<file path="src/rtl/ifetch_unit.sv">
// ifetch_unit: instruction fetch requester.
// Owns the architectural PC and issues one word request at a time on the
// instruction bus. It presents each fetched word with its PC until the decode
// stage consumes it, and it absorbs redirects at any point of a transaction.
// Optional build macro IFETCH_PERF_EN enables the stall and discard
// performance counters. When it is undefined, both counter outputs are tied to 0.
//
// state    | meaning
// ---------+-------------------------------------------------------------
// ST_REQ   | request for pc driven on the bus (suppressed if misaligned)
// ST_WAIT  | address accepted, waiting for data_ok
// ST_HOLD  | fetched word (or misaligned-PC slot) presented downstream
// discard  | the in-flight response belongs to a redirected-away PC

module ifetch_unit #(
    parameter logic [63:0] RESET_PC = 64'h8000_0000
) (
    input  logic        clk,
    input  logic        reset,
    output logic        ireq_valid,
    output logic [63:0] ireq_addr,
    input  logic        iresp_addr_ok,
    input  logic        iresp_data_ok,
    input  logic [31:0] iresp_data,
    output logic        instr_valid,
    output logic [31:0] raw_instr,
    output logic [63:0] pc_out,
    output logic        stall,
    output logic        pc_misaligned,
    input  logic        instr_ready,
    input  logic        redirect_valid,
    input  logic [63:0] redirect_pc,
    output logic [63:0] perf_stall_cnt,
    output logic [63:0] perf_discard_cnt
);

    typedef enum logic [1:0] {
        ST_REQ,
        ST_WAIT,
        ST_HOLD
    } state_t;

    state_t      state, state_n;
    logic [63:0] pc, pc_n;
    logic [63:0] target, target_n;
    logic        discard, discard_n;
    logic [31:0] instr_q, instr_n;
    logic [63:0] pc_out_q, pc_out_n;
    logic        mis_q, mis_n;
    logic        pc_aligned;
    logic        data_arrive;

    assign pc_aligned  = (pc[1:0] == 2'b00);

    // The response closes the outstanding transaction. This happens in
    // ST_REQ only when the address is accepted in the same cycle.
    assign data_arrive = ((state == ST_REQ) && pc_aligned && iresp_addr_ok && iresp_data_ok)
                       || ((state == ST_WAIT) && iresp_data_ok);

    assign ireq_valid    = (state == ST_REQ) && pc_aligned && !reset;
    assign ireq_addr     = pc;
    assign instr_valid   = (state == ST_HOLD);
    assign stall         = ~instr_valid;
    assign raw_instr     = instr_valid ? instr_q : 32'h0;
    assign pc_misaligned = instr_valid & mis_q;
    assign pc_out        = pc_out_q;

    // State and datapath registers
    always_ff @(posedge clk) begin
        if (reset) begin
            state    <= ST_REQ;
            pc       <= RESET_PC;
            target   <= RESET_PC;
            discard  <= 1'b0;
            instr_q  <= 32'h0;
            pc_out_q <= RESET_PC;
            mis_q    <= 1'b0;
        end else begin
            state    <= state_n;
            pc       <= pc_n;
            target   <= target_n;
            discard  <= discard_n;
            instr_q  <= instr_n;
            pc_out_q <= pc_out_n;
            mis_q    <= mis_n;
        end
    end

    // Next-state logic. A redirect wins over every other event. While a
    // request is in flight, the issued pc is kept on the bus, and the
    // redirect target waits in `target` until the response is dropped.
    always_comb begin
        state_n   = state;
        pc_n      = pc;
        target_n  = target;
        discard_n = discard;
        instr_n   = instr_q;
        pc_out_n  = pc_out_q;
        mis_n     = mis_q;

        if (data_arrive) begin
            if (redirect_valid) begin
                state_n   = ST_REQ;
                pc_n      = redirect_pc;
                discard_n = 1'b0;
            end else if (discard) begin
                state_n   = ST_REQ;
                pc_n      = target;
                discard_n = 1'b0;
            end else begin
                state_n   = ST_HOLD;
                instr_n   = iresp_data;
                pc_out_n  = pc;
                mis_n     = 1'b0;
            end
        end else begin
            case (state)
                ST_REQ: begin
                    if (!pc_aligned) begin
                        if (redirect_valid) begin
                            pc_n = redirect_pc;
                        end else begin
                            state_n  = ST_HOLD;
                            instr_n  = 32'h0;
                            pc_out_n = pc;
                            mis_n    = 1'b1;
                        end
                    end else begin
                        if (iresp_addr_ok) begin
                            state_n = ST_WAIT;
                        end
                        if (redirect_valid) begin
                            discard_n = 1'b1;
                            target_n  = redirect_pc;
                        end
                    end
                end
                ST_WAIT: begin
                    if (redirect_valid) begin
                        discard_n = 1'b1;
                        target_n  = redirect_pc;
                    end
                end
                ST_HOLD: begin
                    if (redirect_valid) begin
                        state_n = ST_REQ;
                        pc_n    = redirect_pc;
                    end else if (instr_ready) begin
                        state_n = ST_REQ;
                        pc_n    = pc + 64'd4;
                    end
                end
                default: begin
                    state_n = ST_REQ;
                end
            endcase
        end
    end

`ifdef IFETCH_PERF_EN
    logic [63:0] stall_cnt_q;
    logic [63:0] discard_cnt_q;
    logic        drop;

    assign drop = data_arrive && (redirect_valid || discard);

    // Count stalled cycles and dropped responses; both wrap at 2^64.
    always_ff @(posedge clk) begin
        if (reset) begin
            stall_cnt_q   <= 64'h0;
            discard_cnt_q <= 64'h0;
        end else begin
            if (stall) begin
                stall_cnt_q <= stall_cnt_q + 64'd1;
            end
            if (drop) begin
                discard_cnt_q <= discard_cnt_q + 64'd1;
            end
        end
    end

    assign perf_stall_cnt   = stall_cnt_q;
    assign perf_discard_cnt = discard_cnt_q;
`else
    assign perf_stall_cnt   = 64'h0;
    assign perf_discard_cnt = 64'h0;
`endif

endmodule

</file>
<file path="config.mk">
export PLATFORM = sky130hd
export DESIGN_NAME = ifetch_unit
export DESIGN_NICKNAME = d
export VERILOG_FILES = /design/src/rtl/ifetch_unit.sv
export SDC_FILE = /design/constraint.sdc
export NUM_CORES = 1
export LEC_CHECK = 0
export BUFFER_PORTS_ARGS = -buffer_cell sky130_fd_sc_hd__buf_2
export CAP_MARGIN = 30
export CELL_PAD_IN_SITES_DETAIL_PLACEMENT = 1
export CELL_PAD_IN_SITES_GLOBAL_PLACEMENT = 2
export CORE_AREA = 2 2 181 272
export DETAILED_ROUTE_END_ITERATION = 10
export DIE_AREA = 0 0 183 274
export PLACE_DENSITY = 0.82
export SYNTH_ARGS = -nofsm -noshare
export SYNTH_HDL_FRONTEND = slang
export SYNTH_SLANG_ARGS = --single-unit
</file>
<file path="constraint.sdc">
create_clock -name clk -period 3.1 [get_ports clk]
set_input_delay 0.62 -clock clk [delete_from_list [all_inputs] [get_ports clk]]
set_output_delay 0.62 -clock clk [all_outputs]
set_load 0.02 [all_outputs]
</file>
== Word-level counts from Yosys, hierarchy flattened ==
Cells that the tools add are included.

* Eq/ne operators: 14
* Reduce and logical (&&, ||, !) cells: 18
* Multiplexer cells: 42
* Bitwise operators: 3
* $add $sub $neg: 1

{| class="wikitable"
|+ Operator list
! kind !! count
|-
| $mux W64 || 15
|-
| $pmux W64 S2 || 2
|-
| $mux W32 || 7
|-
| $add A64 B3 Y64 const B || 1
|-
| $mux W2 || 8
|-
| $ne A3 B3 Y1 const B || 4
|-
| $reduce_and A5 Y1 || 2
|-
| $mux W1 || 8
|-
| $ne A2 B2 Y1 const B || 4
|-
| $ne A4 B4 Y1 const B || 2
|-
| $pmux W2 S3 || 1
|-
| $logic_and A1 B1 Y1 || 5
|-
| $logic_not A2 Y1 || 2
|-
| $ne A4 B1 Y1 const B || 1
|-
| $reduce_and A4 Y1 || 1
|-
| $reduce_bool A2 Y1 || 2
|-
| $reduce_and A3 Y1 || 1
|-
| $reduce_bool A3 Y1 || 1
|-
| $eq A2 B1 Y1 const B || 1
|-
| $eq A2 B2 Y1 const B || 1
|-
| $ne A2 B1 Y1 const B || 1
|-
| $not A1 Y1 || 2
|-
| $pmux W1 S2 || 1
|-
| $reduce_and A2 Y1 || 1
|-
| other kinds (4) || 4
|}

* Output and inout port bits: 292
* Bits of input ports: 102
* Register bits after elaboration: 228
* Word-level logic and storage cells: 85

== Logic depth before layout (Yosys ltp) ==
Gate-level depths: netlist of run 1.

* Depth in word-level cells: 7
* Gate-level depth with buffers: 10
* Depth with buffers taken out: 7

== Least setup slack after synthesis of run 1 ==
Ideal clock, no wire load.

* Path type: in2reg
* Start: in redirect_valid
* End: reg pc[31], in the netlist ireq_addr[31]
* Setup slack: 705 ps
* Path buffers: 4
* Cell stages on the path: 9
* Arrival: 2,276 ps
* Setup time: 120 ps
* Required time: 2,980 ps
* Cell sequence: clkbuf_1 -> o21ai_0 -> a21o_1 -> buf_2 -> nand2_1 -> clkbuf_1 -> clkbuf_1 -> nand2_1 -> a211o_1

* Cells in the longest elaborated chain, start to end: 3
* Elaborated cells on any way between the ends: 8

{| class="wikitable"
|+ RTL lines
! what !! line !! source
|-
| start, declared || 31 || <nowiki>input logic redirect_valid,</nowiki>
|-
| $mux W64 || 145 || <nowiki>if (redirect_valid) begin</nowiki>
|-
| $pmux W64 S2 || 117 || <nowiki>case (state)</nowiki>
|-
| $mux W64 || 101 || <nowiki>if (data_arrive) begin</nowiki>
|-
| end signal, assigned || 80 || <nowiki>pc <= pc_n;</nowiki>
|-
| end, declared || 44 || <nowiki>logic [63:0] pc, pc_n;</nowiki>
|}

Several ways; a longest one is shown, not always the timed one.
A chain may end at the register's enable or synchronous reset.

== Worst setup path in the final report of run 1 ==
* Start: reg state[0]
* End: out raw_instr[24]

* Cells in the longest elaborated chain, start to end: 2

{| class="wikitable"
|+ RTL lines
! what !! line !! source
|-
| start, declared || 43 || <nowiki>state_t state, state_n;</nowiki>
|-
| start signal, assigned || 79 || <nowiki>state <= state_n;</nowiki>
|-
| $eq A2 B2 Y1 || 62 || <nowiki>assign instr_valid = (state == ST_HOLD);</nowiki>
|-
| $mux W32 || 64 || <nowiki>assign raw_instr = instr_valid ? instr_q : 32'h0;</nowiki>
|-
| end, declared || 26 || <nowiki>output logic [31:0] raw_instr,</nowiki>
|}

Every way passes these cells.

==> impl_metrics.yaml, run 1 <==
placement:
  port_buffers: 265
  gp_congestion: 0.8466
  dp_cells: 2411
  hpwl_um: 36170
  place_ws_ns: 0.3748
finish:
  fin_util_pct: 30.40
  finalNetCount: 1936
  final_common_cell: "nand2_1"
  finalNonFillerCells: 2462
  nFillCells: 5967
  multi_input_area_mm2: 0.006314
  layout-drive-gt1-share_pct: 22.53
  final-seq-area_mm2: 0.004564
  most-common-layout-cells: "nand2_1 (348), buf_2 (264), dfxtp_1 (228)"
  syn_to_final_growth_pct: 23.76
worst_hold_path:
  holdPathStages: 2
  hold_class: "in2reg"
floorplanning:
  core_area_mm2: 0.04806
  start_util_pct: 24.56
  fp.dieW_um: 183
  io_pins: 394
  rows: 99
  die-area_mm2: 0.05014
  die_h_um: 274
grt:
  first_global_vias: 12230
  grtUsageMet1_pct: 21.35
  antenna_found_initial: 11
  grtUsageTotal_pct: 18.99
  met2_usage_pct: 34.67
  grt_pass1_wl_um: 73540
  top_usage_layer: "met2"
  grt_max_degree: 80
  grt-ovfl-total: 0
  met3_usage_pct: 2.856
logic_synthesis:
  synth_edf_count: 0
  ys_types: 69
  synthFlopType: "dfxtp_1"
  yosys_warnings: 0
  async_reset_ff_share_pct: 0
  syn_area_mm2: 0.01181
  syn_area_per_cell_um2: 7.534
  ys_seq_elements: 228
  synthCells: 1567
  yosysSeqAreaShare_pct: 38.66
critical_path:
  cp_num_cells: 5
  cp-end-kind: "primary output"
  slowest_stage: "dfxtp_1"
  worstRegToRegCells: 6
  crit_arrival_ns: 2.32
  path_max_fanout: 37
  startpoint_type: "register"
  critPathTopFamily: "flip-flops"
  critPathKind: "reg2out"
  cp_num_buf_inv: 3
  max_stage_delay_ns: 0.60
  required_ns: 2.48
  crit_chain: "nand2b_1, inv_1, buf_4, and2_1, buf_2"
timing:
  finalSetupTns_ns: 0
  finalMaxSlewViolations: 0
  rsz0062_at_grt: "no"
  relSlewSlack_pct: 37.59
  setup_viol: 0
  fin_ws_ns: 0.1624
  fin_crit_sh_pct: 94.76
  finalHoldWorstSlack_ns: 0.2871
  min_period_ns: 2.938
  max_freq_ghz: 0.3404
  final_hold_viol_count: 0
  skew_ns: 0.03617
  tightest_slew_ns: 0.9362
clock_tree:
  cts_hold_buf: 0
  insertion_delay_ns: 0.57
  cts_max_level: 1
  path_clk_slew_ns: 0.06
  clock-sinks: 228
  cts_buffers: 26
  cts_tree: "done"
  post_cts_buffers: 0
  ctsResizeCount: 0
  cts_root_buffer: "clkbuf_16"
  cts.path.max_buffers: 3
pwr:
  p_per_area_mw_per_mm2: 815.7
  power_leakage_nw: 6.020
  max-vdd-ir-drop_mv: 0.3974
drt:
  vias_per_cell: 4.953
  firstDrtPassIters: 5
  drc_errors: 0
  wl_um: 49770
  drt_iter0_markers: 636
  vias: 12190
  postRouteAntennaNets: 0
  wire_per_inst_um: 20.21
flow_run:
  max_cap_violations: 0
outcome:
  outcome: "completed"
==> cells by family after synthesis <==
kind of cell | after synthesis | share of synthesized area (%)
AND/OR/NAND/NOR | 649 | 25.62
AO/OA/AOI/OAI | 401 | 20.32
buffers and inverters | 251 | 12.42
flip-flops | 228 | 38.66
XOR/XNOR | 20 | 1.484
multiplexers | 16 | 1.357
adder cells (fa/ha/maj) | 1 | 0.1060
other | 1 | 0.03177
==> synthesized netlist by cell type, types with 11 or more instances <==
master	count	share of area [%]
nor3_1	47	2.0
a22o_1	11	0.82
mux2i_1	16	1.4
nor2_1	68	2.2
o21ai_0	53	2.2
dfxtp_1	228	39
o221ai_1	11	0.82
nand4_1	20	1.1
o31ai_1	12	0.76
buf_4	130	8.3
nand2_1	348	11
clkbuf_1	81	2.6
inv_1	15	0.48
a21oi_1	222	9.4
and2_1	35	1.9
buf_2	13	0.55
or3_1	12	0.64
a211oi_1	13	0.83
nand3_1	71	3.0
==> power breakdown <==
group	total, mW	leakage, nW	switching [mW]	internal (mW)
Clock	3.22	0.419	1.34	1.88
Combinational	4.61	3.74	3.13	1.47
Sequential	4.09	1.86	0.599	3.49
==> worst paths after layout <==
check                               end                       start  slack, ns
max                       raw_instr[24]       state[0]$_SDFFE_PP0P_       0.16
min reg2reg    instr_q[31]$_SDFFE_PP0P_    instr_q[31]$_SDFFE_PP0P_       0.45
min               state[0]$_SDFFE_PP0P_               iresp_data_ok       0.29
max reg2reg  ireq_addr[44]$_SDFFE_PP0P_  ireq_addr[23]$_SDFFE_PP0P_       0.43
==> per-stage QoR <==
stage,instance area [µm²],power (mW)
6_report,14610,11.92
5_1_grt,14610,12.59
4_1_cts,14600,12.06
3_5_place_dp,13730,8.778
3_3_place_gp,13700,8.628
2_1_floorplan,12280,6.820
==> layout make-up <==
cell class                 count  share of cell area (%)
antenna                        5                 0.08564
clock buffer                  41                   5.318
clock inverter                 5                  0.6080
inverter                      16                  0.4111
multi-input combinational   1215                   43.21
sequential                   228                   31.24
tap                          606                   5.190
timing repair buffer         346                   13.93
==> sequential cells by signal, indices dropped and copies added, names as in the netlist <==
register,count
ireq_addr,64
pc_out,64
target,64
instr_q,32
state,2
discard,1
mis_q,1
==> routing by layer <==
layer | part of all wire, % | up-vias
li1 | - | 5717
met1 | 39 | 5926
met2 | 52 | 420
met3 | 5.1 | 123
met4 | 4.3 | 8
met5 | 0.11 | -
Power figures use the tool's default switching activity.
==> inputs of run 2 (changes only) <==
--- a/config.mk
+++ b/config.mk
@@ -12,7 +12,8 @@
 export CORE_AREA = 2 2 181 272
 export DETAILED_ROUTE_END_ITERATION = 10
 export DIE_AREA = 0 0 183 274
-export PLACE_DENSITY = 0.82
+export MAX_ROUTING_LAYER = met4
+export PLACE_DENSITY_LB_ADDON = 0.1
 export SYNTH_ARGS = -nofsm -noshare
 export SYNTH_HDL_FRONTEND = slang
 export SYNTH_SLANG_ARGS = --single-unit
==> run 2 against run 1 <==
Total power increased by 1.4%. Non-clock buffer count decreased by 3. Clock power increased by 6%. Wire length decreased by 0.43%. Critical path depth unchanged. First-iteration DRC count decreased by 7.5%. Critical endpoint is now raw_instr[8]. Largest power group unchanged.
==> impl_metrics.yaml, run 2 (synthesis gave the netlist of run 1 again) <==
outcome:
  outcome: "completed"
timing:
  min_period_ns: 2.723
  skew_ns: 0.01021
  setup_viol: 0
  finalMaxSlewViolations: 0
  fin_crit_sh_pct: 87.83
  tightest_slew_ns: 1.002
  rsz0062_at_grt: "no"
  relSlewSlack_pct: 32.93
  max_freq_ghz: 0.3673
  final_hold_viol_count: 0
  finalSetupTns_ns: 0
drt:
  postRouteAntennaNets: 0
  drc_errors: 0
  drt_iter0_markers: 588
  vias_per_cell: 4.834
  firstDrtPassIters: 4
  wl_um: 49550
  wire_per_inst_um: 20.18
  vias: 11870
grt:
  grtUsageTotal_pct: 19.72
  first_global_vias: 11950
  grt_max_degree: 106
  grt-ovfl-total: 0
  antenna_found_initial: 0
  grt_pass1_wl_um: 74380
floorplanning:
  fp.dieW_um: 183
  die_h_um: 274
  io_pins: 394
  core_area_mm2: 0.04806
  rows: 99
  die-area_mm2: 0.05014
  start_util_pct: 24.56
clock_tree:
  cts_hold_buf: 0
  cts.path.max_buffers: 3
  post_cts_buffers: 0
  cts_max_level: 1
  path_clk_slew_ns: 0.06
  cts_tree: "done"
  ctsResizeCount: 0
  cts_root_buffer: "clkbuf_16"
  insertion_delay_ns: 0.56
  clock-sinks: 228
  cts_buffers: 27
finish:
  nFillCells: 5944
  syn_to_final_growth_pct: 24.22
  fin_util_pct: 30.51
  final_cell_area_mm2: 0.01466
  final_common_cell: "nand2_1"
  most-common-layout-cells: "nand2_1 (348), buf_2 (264), dfxtp_1 (228)"
  final-seq-area_mm2: 0.004564
  layout-drive-gt1-share_pct: 22.59
  finalNonFillerCells: 2456
  antennaDiodeCount: 0
  multi_input_area_mm2: 0.006314
  finalNetCount: 1934
critical_path:
  path_max_fanout: 37
  crit_arrival_ns: 2.10
  cp-end-kind: "primary output"
  critPathKind: "reg2out"
  reg2reg_slack_ns: 0.40
  startpoint_type: "register"
  required_ns: 2.48
pwr:
  p_comb_share_pct: 38.1
  p_total_mw: 12.09
  clock_power_share_pct: 28.1
  p_sw_mw: 5.093
  p_per_area_mw_per_mm2: 824.4
  max-vdd-ir-drop_mv: 0.4843
  power_switching_share_pct: 42.13
  internal_power_mw: 6.995
  pwr-share-seq_pct: 33.8
  power_leakage_nw: 6.050
placement:
  hpwl_um: 34610
  dp_cells: 2408
  dpl_cell_area_mm2: 0.01375
  gp_congestion: 0.7915
  port_buffers: 265
flow_run:
  max_cap_violations: 0
worst_hold_path:
  hold_class: "in2reg"
-- run 2: metal layers --
layer	vias up	track usage (%)	share of wire (%)
met4	0	4.779	2.0
met3	44	1.727	3.5
met5	-	-	0
met2	311	36.32	52
li1	5715	-	-
met1	5802	22.98	42
-- run 2: critical path, stage by stage (launching register included) --
cell	delay, ns
dfxtp_1	0.45
nand2b_1	0.23
inv_1	0.09
buf_4	0.34
and2_1	0.22
buf_2	0.18
-- run 2: cell type report --
class                           count  area share, %
Tap cell                          606          5.171
Timing Repair Buffer              343          13.98
Clock buffer                       40          5.418
Multi-Input combinational cell   1215          43.05
Clock inverter                      8         0.8362
Inverter                           16         0.4096
Sequential cell                   228          31.13
-- run 2: metrics by stage --
stage	hold WS [ns]	worst slack [ns]
CTS	0.2209	0.2878
detailed placement	0.4402	0.3986
global placement	0.4333	0.3564
floorplan	0.4273	0.7048
global route	0.2521	0.1947
finish	0.2565	0.3773
-- run 2: power groups by stage --
stage / clock (mW) / combinational [mW] / sequential [mW]
finish: 3.40 / 4.61 / 4.09
global route: 3.62 / 5.05 / 4.18
CTS: 3.53 / 4.70 / 4.09
detailed placement: 0 / 4.69 / 4.15
global placement: 0 / 4.60 / 4.14
floorplan: 0 / 2.33 / 4.49
-- run 2: path summary, 6_finish.rpt --
kind	startpoint	to	depth (start not counted)
setup reg to reg	ireq_addr[11]$_SDFFE_PP0P_	ireq_addr[40]$_SDFFE_PP0P_	7
hold reg to reg	instr_q[3]$_SDFFE_PP0P_	instr_q[3]$_SDFFE_PP0P_	2
hold / removal	iresp_data_ok	state[0]$_SDFFE_PP0P_	2
setup / recovery	state[0]$_SDFFE_PP0P_	raw_instr[8]	5
==> inputs of run 3 (changes only) <==
==> constraint.sdc (replaced) <==
create_clock -name clk -period 3.1 [get_ports clk]
set_input_delay 0.155 -clock clk [delete_from_list [all_inputs] [get_ports clk]]
set_output_delay 0.155 -clock clk [all_outputs]
set_load 0.02 [all_outputs]
==> run 3 against run 2 <==
Clock skew grew 0.0070 ns. Critical path depth grew 3. First-iteration DRC count shrank 19%. Sequential share of layout area shrank 1.7 points. Final area grew 5.9%. Flip-flop and latch count is the same. Sequential power grew 2%. Register-to-register slack lost 0.16 ns. Clock power is essentially flat. Largest power group unchanged.
==> impl_metrics.yaml, run 3 (synthesis gave the netlist of run 1 again) <==
floorplanning:
  die_h_um: 274
  core_area_mm2: 0.04806
  io_pins: 394
  rows: 99
  start_util_pct: 24.56
  die-area_mm2: 0.05014
  fp.dieW_um: 183
drt:
  wl_um: 50550
  firstDrtPassIters: 4
  drt_iter0_markers: 478
  vias_per_cell: 4.800
  wire_per_inst_um: 19.89
  drc_errors: 0
  vias: 12200
  postRouteAntennaNets: 0
finish:
  nFillCells: 5890
  finalNonFillerCells: 2541
  final_common_cell: "nand2_1"
  syn_to_final_growth_pct: 31.55
  finalNetCount: 2018
  layout-drive-gt1-share_pct: 20.83
  most-common-layout-cells: "nand2_1 (348), buf_2 (264), dfxtp_1 (228)"
  antennaDiodeCount: 0
clock_tree:
  insertion_delay_ns: 0.57
  clock-sinks: 228
  cts_buffers: 28
  cts_tree: "done"
  path_clk_slew_ns: 0.06
  cts.path.max_buffers: 3
  ctsResizeCount: 0
  cts_root_buffer: "clkbuf_16"
  cts_max_level: 1
timing:
  fin_ws_ns: 0.2434
  tightest_slew_ns: 0.7845
  finalHoldWorstSlack_ns: 0.1277
  relSlewSlack_pct: 47.69
  rsz0062_at_grt: "no"
  setup_viol: 0
  finalMaxSlewViolations: 0
  fin_crit_sh_pct: 92.15
  min_period_ns: 2.857
  finalSetupTns_ns: 0
  skew_ns: 0.01721
  max_freq_ghz: 0.3501
  final_hold_viol_count: 0
placement:
  port_buffers: 265
  place_ws_ns: 0.3078
  gp_congestion: 0.8054
  dp_cells: 2389
  hpwl_um: 34820
pwr:
  p_sw_mw: 5.105
  p_total_mw: 12.05
  p_comb_share_pct: 37.4
  pwr-share-seq_pct: 34.6
  power_switching_share_pct: 42.35
  clock_power_share_pct: 28.0
  max-vdd-ir-drop_mv: 0.4229
  internal_power_mw: 6.949
  p_per_area_mw_per_mm2: 776.2
  power_leakage_nw: 6.392
critical_path:
  slowest_stage: "dlygate4sd3_1"
  critPathKind: "reg2reg"
  cp_num_buf_inv: 2
  max_stage_delay_ns: 0.57
  crit_chain: "or3b_1, a21boi_4, nand2_1, a21o_4, buf_16, nand2_1, a21oi_1, dlygate4sd3_1"
  startpoint_type: "register"
  path_max_fanout: 59
  required_ns: 3.55
  cp-end-kind: "register"
  critPathTopFamily: "buffers and inverters"
  cp_common_cell: "nand2_1"
  crit_arrival_ns: 3.31
grt:
  grtUsageTotal_pct: 20.05
  first_global_vias: 12450
  antenna_found_initial: 0
  grt_max_degree: 60
  grt_pass1_wl_um: 75820
  grt-ovfl-total: 0
worst_hold_path:
  hold_class: "in2reg"
flow_run:
  max_cap_violations: 0
outcome:
  outcome: "completed"
==> run 3: changes by cell type in the layout (fill, tap and decap cells not counted) <==
cell           before  now
clkinv_4            1    0
clkinv_2            3    7
buf_4              68   51
clkbuf_1            6    4
clkbuf_8            7    9
bufinv_16           3    1
buf_12              9    7
inv_6               1    0
clkbuf_16          27   29
dlygate4sd3_1       0  102
==> run 3: power groups by stage <==
stage | registers, mW | clock network (mW) | logic, mW
finish | 4.17 | 3.37 | 4.51
global route | 4.28 | 3.61 | 4.95
CTS | 4.18 | 3.52 | 4.61
detailed placement | 4.24 | 0 | 4.49
global placement | 4.21 | 0 | 4.43
floorplan | 4.49 | 0 | 2.33
==> run 3: worst register-to-register path: stages, from the launching register on <==
cell           delay, ns
dfxtp_1             0.38
or3b_1              0.50
a21boi_4            0.25
nand2_1             0.18
a21o_4              0.40
buf_16              0.29
nand2_1             0.12
a21oi_1             0.05
dlygate4sd3_1       0.57
==> run 3: final cells by class <==
class	instances	area, µm²	area share (%)
clock buffer	42	864.6	5.567
clock inverter	8	65.06	0.4189
inverter	16	60.06	0.3867
multi-input combinational	1215	6314	40.65
sequential	228	4564	29.39
tap	606	758.2	4.882
timing repair buffer	426	2904	18.70
==> run 3: worst paths after layout <==
| path | from | endpoint | slack (ns) | cells after the start |
|---|---|---|---|---|
| hold / removal | iresp_addr_ok | state[0]$_SDFFE_PP0P_ | 0.13 | 3 |
| hold reg to reg | instr_q[8]$_SDFFE_PP0P_ | instr_q[8]$_SDFFE_PP0P_ | 0.45 | 2 |
| setup reg to reg | ireq_addr[1]$_SDFFE_PP0P_ | instr_q[23]$_SDFFE_PP0P_ | 0.24 | 8 |
| setup / recovery | ireq_addr[1]$_SDFFE_PP0P_ | instr_q[23]$_SDFFE_PP0P_ | 0.24 | 8 |
==> run 3: repair_timing <==
item / 4_1_cts / 5_1_grt
hold endpoints to repair: 124 / 0
setup buffers: 0 / 0
hold buffers: 102 / 0
==> run 3: metal layers <==
layer / vias to the layer above / GRT usage [%] / wire, µm / share of wire, %
li1: 5887 / - / - / -
met1: 5939 / 23.29 / 21110 / 42
met2: 307 / 36.79 / 26540 / 52
met3: 63 / 2.218 / 1894 / 3.7
met4: 0 / 4.589 / 1009 / 2.0
met5: - / - / 0 / 0
==> run 3: metrics by stage <==
step	cell area [µm²]	util, %
final	15530	32.31
after global routing	15530	32.31
after CTS	15530	32.31
after detailed placement	13580	28.25
after global placement	13550	28.20
after floorplan	12280	-
